File: src/rtl/cpu_ctrl_pkg.sv
// Shared definitions for the hardwired control unit: FSM states, opcodes and IR field positions.
package cpu_ctrl_pkg;

  typedef enum logic [2:0] {
    StIdle,
    StT0,
    StT1,
    StT2,
    StT3,
    StT4,
    StT5,
    StHalt
  } state_e;

  localparam logic [4:0] OP_NOP  = 5'b00000;
  localparam logic [4:0] OP_ADD  = 5'b00011;
  localparam logic [4:0] OP_SUB  = 5'b00100;
  localparam logic [4:0] OP_AND  = 5'b00101;
  localparam logic [4:0] OP_OR   = 5'b00110;
  localparam logic [4:0] OP_SHR  = 5'b00111;
  localparam logic [4:0] OP_SHL  = 5'b01000;
  localparam logic [4:0] OP_ROR  = 5'b01001;
  localparam logic [4:0] OP_ROL  = 5'b01010;
  localparam logic [4:0] OP_HALT = 5'b11011;

  localparam int unsigned OPCODE_MSB = 31;
  localparam int unsigned OPCODE_LSB = 27;
  localparam int unsigned RA_MSB     = 26;
  localparam int unsigned RA_LSB     = 23;
  localparam int unsigned RB_MSB     = 22;
  localparam int unsigned RB_LSB     = 19;
  localparam int unsigned RC_MSB     = 18;
  localparam int unsigned RC_LSB     = 15;

  function automatic logic is_alu_op(input logic [4:0] op);
    return op inside {OP_ADD, OP_SUB, OP_AND, OP_OR, OP_SHR, OP_SHL, OP_ROR, OP_ROL};
  endfunction

endpackage

File: src/rtl/reg_select_decoder.sv
// Decodes a 4-bit register number plus enable into a one-hot register select vector.
module reg_select_decoder #(
  parameter int unsigned NREG = 16
) (
  input  logic [3:0]      i_sel,
  input  logic            i_en,
  output logic [NREG-1:0] o_onehot
);

  always_comb begin
    o_onehot = '0;
    for (int unsigned i = 0; i < NREG; i++) begin
      o_onehot[i] = i_en && (i_sel == 4'(i));
    end
  end

endmodule

File: src/rtl/control_sequencer.sv
// Hardwired fetch/decode/execute sequencer driving the DataPath strobes.
// Optional illegal-opcode trap enabled by defining CTRL_ILLEGAL_TRAP_EN.
module control_sequencer
  import cpu_ctrl_pkg::*;
#(
  parameter int unsigned NREG  = 16,
  parameter int unsigned CNT_W = 16
) (
  input  logic             clk,
  input  logic             clear,
  input  logic             run,
  input  logic [31:0]      IR,
  output logic             PCout,
  output logic             Zlowout,
  output logic             MDRout,
  output logic             MARin,
  output logic             Zin,
  output logic             PCin,
  output logic             MDRin,
  output logic             IRin,
  output logic             Yin,
  output logic             IncPC,
  output logic             Read,
  output logic [4:0]       Operator,
  output logic [NREG-1:0]  Rin,
  output logic [NREG-1:0]  Rout,
  output logic             halted,
  output logic             illegal,
  output logic [CNT_W-1:0] instr_count
);

  state_e           r_state, w_state_d;
  logic [CNT_W-1:0] r_count, w_count_d;

  logic [4:0] w_opcode;
  logic [3:0] w_ra, w_rb, w_rc, w_rout_sel;
  logic       w_is_alu, w_is_nop, w_is_halt;
  logic       w_rin_en, w_rout_en;
  logic       w_unused_ir;

  assign w_opcode    = IR[OPCODE_MSB:OPCODE_LSB];
  assign w_ra        = IR[RA_MSB:RA_LSB];
  assign w_rb        = IR[RB_MSB:RB_LSB];
  assign w_rc        = IR[RC_MSB:RC_LSB];
  assign w_is_alu    = is_alu_op(w_opcode);
  assign w_is_nop    = (w_opcode == OP_NOP);
  assign w_is_halt   = (w_opcode == OP_HALT);
  assign w_unused_ir = ^IR[RC_LSB-1:0];

`ifdef CTRL_ILLEGAL_TRAP_EN
  logic r_illegal, w_illegal_d;
  assign illegal = r_illegal;
`else
  assign illegal = 1'b0;
`endif

  always_ff @(posedge clk) begin
    if (clear) begin
      r_state <= StIdle;
      r_count <= '0;
    end else begin
      r_state <= w_state_d;
      r_count <= w_count_d;
    end
  end

`ifdef CTRL_ILLEGAL_TRAP_EN
  always_ff @(posedge clk) begin
    if (clear) r_illegal <= 1'b0;
    else       r_illegal <= w_illegal_d;
  end
`endif

  always_comb begin
    w_state_d = r_state;
    w_count_d = r_count;
`ifdef CTRL_ILLEGAL_TRAP_EN
    w_illegal_d = r_illegal;
`endif
    unique case (r_state)
      StIdle: if (run) w_state_d = StT0;
      StT0:   w_state_d = StT1;
      StT1:   w_state_d = StT2;
      StT2:   w_state_d = StT3;
      StT3: begin
        if (w_is_alu) begin
          w_state_d = StT4;
        end else if (w_is_halt) begin
          w_state_d = StHalt;
        end else if (w_is_nop) begin
          w_count_d = r_count + CNT_W'(1);
          w_state_d = run ? StT0 : StIdle;
        end else begin
`ifdef CTRL_ILLEGAL_TRAP_EN
          w_state_d   = StHalt;
          w_illegal_d = 1'b1;
`else
          // Illegal opcode retires like NOP but is not counted.
          w_state_d = run ? StT0 : StIdle;
`endif
        end
      end
      StT4: w_state_d = StT5;
      StT5: begin
        w_count_d = r_count + CNT_W'(1);
        w_state_d = run ? StT0 : StIdle;
      end
      StHalt:  w_state_d = StHalt;
      default: w_state_d = StIdle;
    endcase
  end

  always_comb begin
    PCout      = 1'b0;
    Zlowout    = 1'b0;
    MDRout     = 1'b0;
    MARin      = 1'b0;
    Zin        = 1'b0;
    PCin       = 1'b0;
    MDRin      = 1'b0;
    IRin       = 1'b0;
    Yin        = 1'b0;
    IncPC      = 1'b0;
    Read       = 1'b0;
    Operator   = 5'b00000;
    w_rin_en   = 1'b0;
    w_rout_en  = 1'b0;
    w_rout_sel = w_rb;
    unique case (r_state)
      StT0: begin
        PCout = 1'b1;
        MARin = 1'b1;
        IncPC = 1'b1;
        Zin   = 1'b1;
      end
      StT1: begin
        Zlowout = 1'b1;
        PCin    = 1'b1;
        Read    = 1'b1;
        MDRin   = 1'b1;
      end
      StT2: begin
        MDRout = 1'b1;
        IRin   = 1'b1;
      end
      StT3: begin
        if (w_is_alu) begin
          w_rout_en = 1'b1;
          Yin       = 1'b1;
        end
      end
      StT4: begin
        w_rout_en  = 1'b1;
        w_rout_sel = w_rc;
        Operator   = w_opcode;
        Zin        = 1'b1;
      end
      StT5: begin
        Zlowout  = 1'b1;
        w_rin_en = 1'b1;
      end
      default: ;
    endcase
  end

  assign halted      = (r_state == StHalt);
  assign instr_count = r_count;

  reg_select_decoder #(
    .NREG(NREG)
  ) u_rin_dec (
    .i_sel    (w_ra),
    .i_en     (w_rin_en),
    .o_onehot (Rin)
  );

  reg_select_decoder #(
    .NREG(NREG)
  ) u_rout_dec (
    .i_sel    (w_rout_sel),
    .i_en     (w_rout_en),
    .o_onehot (Rout)
  );

endmodule

File: config.mk
export PLATFORM = sky130hd
export DESIGN_NAME = control_sequencer
export DESIGN_NICKNAME = d
export VERILOG_FILES = /design/src/rtl/cpu_ctrl_pkg.sv /design/src/rtl/reg_select_decoder.sv /design/src/rtl/control_sequencer.sv
export SDC_FILE = /design/constraint.sdc
export NUM_CORES = 1
export LEC_CHECK = 0
export ABC_AREA = 1
export BUFFER_PORTS_ARGS = -buffer_cell sky130_fd_sc_hd__buf_2
export CORE_MARGIN = 1.5
export CORE_UTILIZATION = 45
export DETAILED_ROUTE_END_ITERATION = 6
export PLACE_DENSITY = 0.95
export SETUP_SLACK_MARGIN = 0.2
export SYNTH_ARGS = -nofsm -noshare
export SYNTH_HDL_FRONTEND = slang
export SYNTH_SLANG_ARGS = --single-unit
File: constraint.sdc
create_clock -name clk -period 3.1 [get_ports clk]
set_input_delay 0.31 -clock clk [delete_from_list [all_inputs] [get_ports clk]]
set_output_delay 0.31 -clock clk [all_outputs]
set_load 0.02 [all_outputs]
; ---- Word-level counts from Yosys, hierarchy flattened
; Cells that the tools add are included.
[op_classes]
n_addsub = 1
eq_ne = 50
muxes = 20
reduce_logical = 41
[op_table]
columns = operator, count
row1 = $eq A4 B4 Y1 const B, 16
row2 = $mux W16, 3
row3 = $eq A4 B3 Y1 const B, 8
row4 = $logic_and A1 B1 Y1, 32
row5 = $pmux W16 S2, 1
row6 = $pmux W3 S8, 1
row7 = $eq A5 B3 Y1 const B, 4
row8 = $add A16 B1 Y16 const B, 1
row9 = $eq A4 B2 Y1 const B, 4
row10 = $eq A5 B4 Y1 const B, 3
row11 = $eq A3 B3 Y1 const B, 4
row12 = $mux W1, 9
row13 = $mux W3, 3
row14 = $eq A4 B1 Y1 const B, 2
row15 = $logic_not A4 Y1, 2
row16 = $ne A2 B2 Y1 const B, 4
row17 = $reduce_bool A8 Y1, 1
row18 = $eq A3 B2 Y1 const B, 2
row19 = $eq A5 B2 Y1 const B, 1
row20 = $eq A5 B5 Y1 const B, 1
row21 = $logic_not A5 Y1, 1
row22 = $mux W5, 1
row23 = $mux W4, 1
row24 = $reduce_and A4 Y1, 1
row25 = other kinds (5), 6
[totals]
reg_bits = 19
inputBits = 35

; ---- Depth between registers and ports, before layout
[depth]
ltp_word = 5
depth_mapped = 10
mapped_depth_nobuf = 9

; ---- Modules after synthesis
; From an unflattened synthesis, not the netlist that was laid out.
[unflattened]
hier_cells = 262
area_unflattened_um2 = 1522.7
[modules_own_cells]
columns = mod, n_inst, cells_per_inst, area_each_um2, seq_area_each_um2
row1 = control_sequencer, 1, 196, 1265.0, 380.4
row2 = reg_select_decoder, 2, 33, 128.9, 0.0

; ---- Worst setup path before layout
; OpenSTA, ideal clock, no wires.
[synth_path]
path_kind = register -> output
startpoint = reg r_state[0]
endpoint = out Rout[12]
t_arrival_ps = 1564
slack_ps = 1226
path_stages_with_launch = 10
path_cell_list = dfxtp_1 > inv_2 > nor2_2 > nand2_2 > buf_6 > nand2_2 > o21ai_4 > inv_2 > nand2_2 > nor2_1
[synth_via]
elab_chain_cells = 4
word_cells_on_any_way = 6
cone_classes = 3 x eq/ne / 2 x mux / 1 x reduce/logical
[synth_rtl]
columns = element, line
row1 = "start, declared", control_sequencer.sv:32  ; state_e r_state, w_state_d;
row2 = "start signal, assigned", control_sequencer.sv:59  ; r_state <= StIdle;
row3 = "start signal, assigned", control_sequencer.sv:62  ; r_state <= w_state_d;
row4 = $eq A3 B3 Y1, control_sequencer.sv:129  ; unique case (r_state)
row5 = $mux W4, control_sequencer.sv:129
row6 = $eq A4 B4 Y1, reg_select_decoder.sv:13  ; o_onehot[i] = i_en && (i_sel == 4'(i));
row7 = $logic_and A1 B1 Y1 (*), reg_select_decoder.sv:13
row8 = "end, declared", control_sequencer.sv:26  ; output logic [NREG-1:0] Rout,
; Mark *: on every way between the ends. The rest lies on a longest branch, timed or not.

; ---- Final worst setup path
[layout_path]
startpoint = reg r_state[0]
endpoint = out Rout[4]
[layout_via]
elab_chain_cells = 4
word_cells_on_any_way = 6
cone_classes = 3 x eq/ne / 2 x mux / 1 x reduce/logical
[layout_rtl]
columns = element, line
row1 = $eq A3 B3 Y1, control_sequencer.sv:129
row2 = $mux W4, control_sequencer.sv:129
row3 = $eq A4 B3 Y1, reg_select_decoder.sv:13
row4 = $logic_and A1 B1 Y1 (*), reg_select_decoder.sv:13
; Marked as above.

==> results_dict.tcl <==
set metrics [dict create \
    outcome "finished, final reports clean" \
    period_share 0.7318 \
    synth_cells 281 \
    nFillCells 311 \
    routedWlPerCell_um 10.12 \
    wirelength_mm 4.090 \
    grt_pass1_wl_mm 6.727 \
    clk_pin_slew_ns 0.11 \
    cp_max_fo 14 \
    top_layer_used "met4" \
    syn_area_per_cell_um2 5.731 \
    dp_cells 400 \
    dieArea_mm2 0.003946 \
    fin_worst_skew_ns 0.001253 \
    p_int_mw 0.3333 \
    tns_ns 0 \
    drv_slew 0 \
    r2r-end "instr_count[12]" \
    hp-class "input pin to register" \
    vias 1942 \
    drc_errors 0 \
    synth_area_mm2 0.001610 \
    max-cap-violations 0 \
    area_growth_syn_to_layout_pct 26.26 \
    pre_cts_slack_ns 1.185 \
    rows 21 \
    grt_overflow 0 \
    clockBufferDepth 2 \
    cp_cell_sequence "inv_2, nor2_2, nand2_2, o21ai_1, nand3_1, nor2_1, buf_2" \
    clockRootBuffer "clkbuf_4" \
    mostFrequentLayoutCell "buf_2" \
    max_freq_mhz 440.8 \
    cp-end-kind "primary output" \
    critPathLaunchType "register" \
    final_layout_size_suffix_gt1_frac 0.3156 \
    wl_met3_um 226 \
    cp.arrival_ns 1.96 \
    r2r-start "instr_count[0]" \
    p_total_mw 0.4967 \
    hold_buffers 0 \
    setup_viol_count_final 0 \
    firstDrtPassIters 4 \
    finalNetCount 395 \
    ys_types 27 \
    first_iter_violations 76 \
    crit_path_max_incr_delay_ns 0.44 \
    reg2reg_slack_ns 1.53 \
    period_minus_slack_ns 2.268 \
    synth_top_cell_by_area "dfxtp_1" \
    critPathKind "register to primary output" \
    coreArea_mm2 0.003390 \
    hpwl_mm 3.213 \
    wl_met1_mm 1.784 \
    start_util 0.4751 \
    synth_warnings 0 \
    gp_congestion 0.8352 \
    die_w_um 62.82 \
    hold_ws_ns 0.3458 \
    grt_usage 0.2017 \
    hold_viol 0 \
    crit_path_start "r_state[0]" \
    ir_drop_mv 0.2687 \
    mostFrequentLayoutCells "buf_2 (84), nand2_1 (79), nor2_1 (57)" \
    cts.sinks 19 \
    io_buffers 84 \
    cts_tree "yes" \
    clock_power_share 0.262 \
    cts_resized 0 \
    ant_nets 0 \
    seqPwrFrac 0.512 \
    leakage_nw 1.086 \
    grt_antenna_before_repair 0 \
    p_sw_mw 0.1634 \
    synth_area_leaders "dfxtp_1 (24%), nand2_1 (18%), nor2_1 (13%), inv_1 (7.5%), nand3_1 (5.6%)" \
    first_global_vias 1652 \
    synth_fp_nets 317 \
    synth_top_area_frac 0.2362 \
    final_cell_count_no_fill 404 \
    synth-seq-cells 19 \
    switching_share 0.3289 \
    p_comb_frac 0.226 \
    ys_seq_area_frac 0.2362 \
    post_cts.repair.setup_buffers 0 \
    fin_ws_ns 0.8316 \
    pin_count 101 \
    numCtsBuffers 3 \
    reg2regPathDepth 7 \
    worstPathRequired_ns 2.79 \
    cp_slowest_cell "dfxtp_1" \
    antennaDiodeCount 0 \
    endpoint "Rout[4]" \
    die_h_um 62.82 \
    grt_max_degree 20 \
    htree_num_levels 1 \
    vias_per_cell 4.807 \
    dr_wl_met2_mm 2.054 \
    worstSkewPairLatency_ns 0.31 \
    rsz0062_at_grt "no" \
    power_density_mw_per_mm2 244.3 \
]
## how the worst min path moves through the flow
stage | cells after the start | slack [ns] | startpoint | to
after floorplan | 2 | 0.53 | IR[31] | r_state[1]
after global routing | 3 | 0.35 | IR[31] | r_state[1]
after CTS | 3 | 0.34 | IR[31] | r_state[1]
after global placement | 2 | 0.48 | instr_count[15] | instr_count[15]
after detailed placement | 2 | 0.50 | instr_count[15] | instr_count[15]
final | 5 | 0.35 | run | r_state[0]
## power groups by stage
stage          logic, mW  registers [mW]  clock network, mW
2_1_floorplan     0.0852           0.259                  0
3_3_place_gp       0.108           0.260                  0
3_5_place_dp       0.111           0.260                  0
4_1_cts            0.112           0.254              0.134
5_1_grt            0.123           0.255              0.146
6_report           0.112           0.254              0.130
## area by class of cell
class,count,area [um^2],area share
Clock buffer,3,22.52,0.01108
Clock inverter,1,5.005,0.002462
Inverter,37,141.4,0.06954
Multi-Input combinational cell,214,1006,0.4948
Sequential cell,19,380.4,0.1871
Tap cell,46,57.56,0.02831
Timing Repair Buffer,84,420.4,0.2068
## metrics by stage
step | area, um^2 | utilization
global placement | 2006 | 0.5917
CTS | 2033 | 0.5999
global route | 2033 | 0.5999
finish | 2033 | 0.5999
detailed placement | 2006 | 0.5917
floorplan | 1610 | -
## registers in the layout, summed over array words and instances, names as in the netlist
register and count:
instr_count 16, r_state 3
## synth_stat cells (all sizes together)
cell    instances
inv            37
nor2           60
dfxtp          19
a31o            1
clkbuf          2
o21ai           6
xor2            6
nand2          88
buf             9
nor3            3
a21oi          19
nand4           7
nand3          18
ha              1
conb            1
xnor2           2
or2             2
## per-layer routing
metal,track usage,vias to the layer above
li1,-,1013
met1,0.2329,857
met2,0.3831,70
met3,0.02523,2
met4,0.06111,0
met5,0,-
## worst max-delay path: cells and delay by family, from the launching register on
kind,cells,cell delay (ns)
AO/OA/AOI/OAI,1,0.31
flip-flops,1,0.44
buffers and inverters,2,0.25
AND/OR/NAND/NOR,4,0.65
## cells by family (layout without fill, tap and decap cells)
kind of cell,count (synthesis),after routing,synth area share
compound gates,26,26,0.1041
xor+xnor,8,8,0.04351
fa+ha+maj,1,1,0.007769
buf+inv,48,125,0.1391
flops,19,19,0.2362
other cells,1,1,0.002329
simple gates,178,178,0.4670
Power figures use the tool's default switching activity.
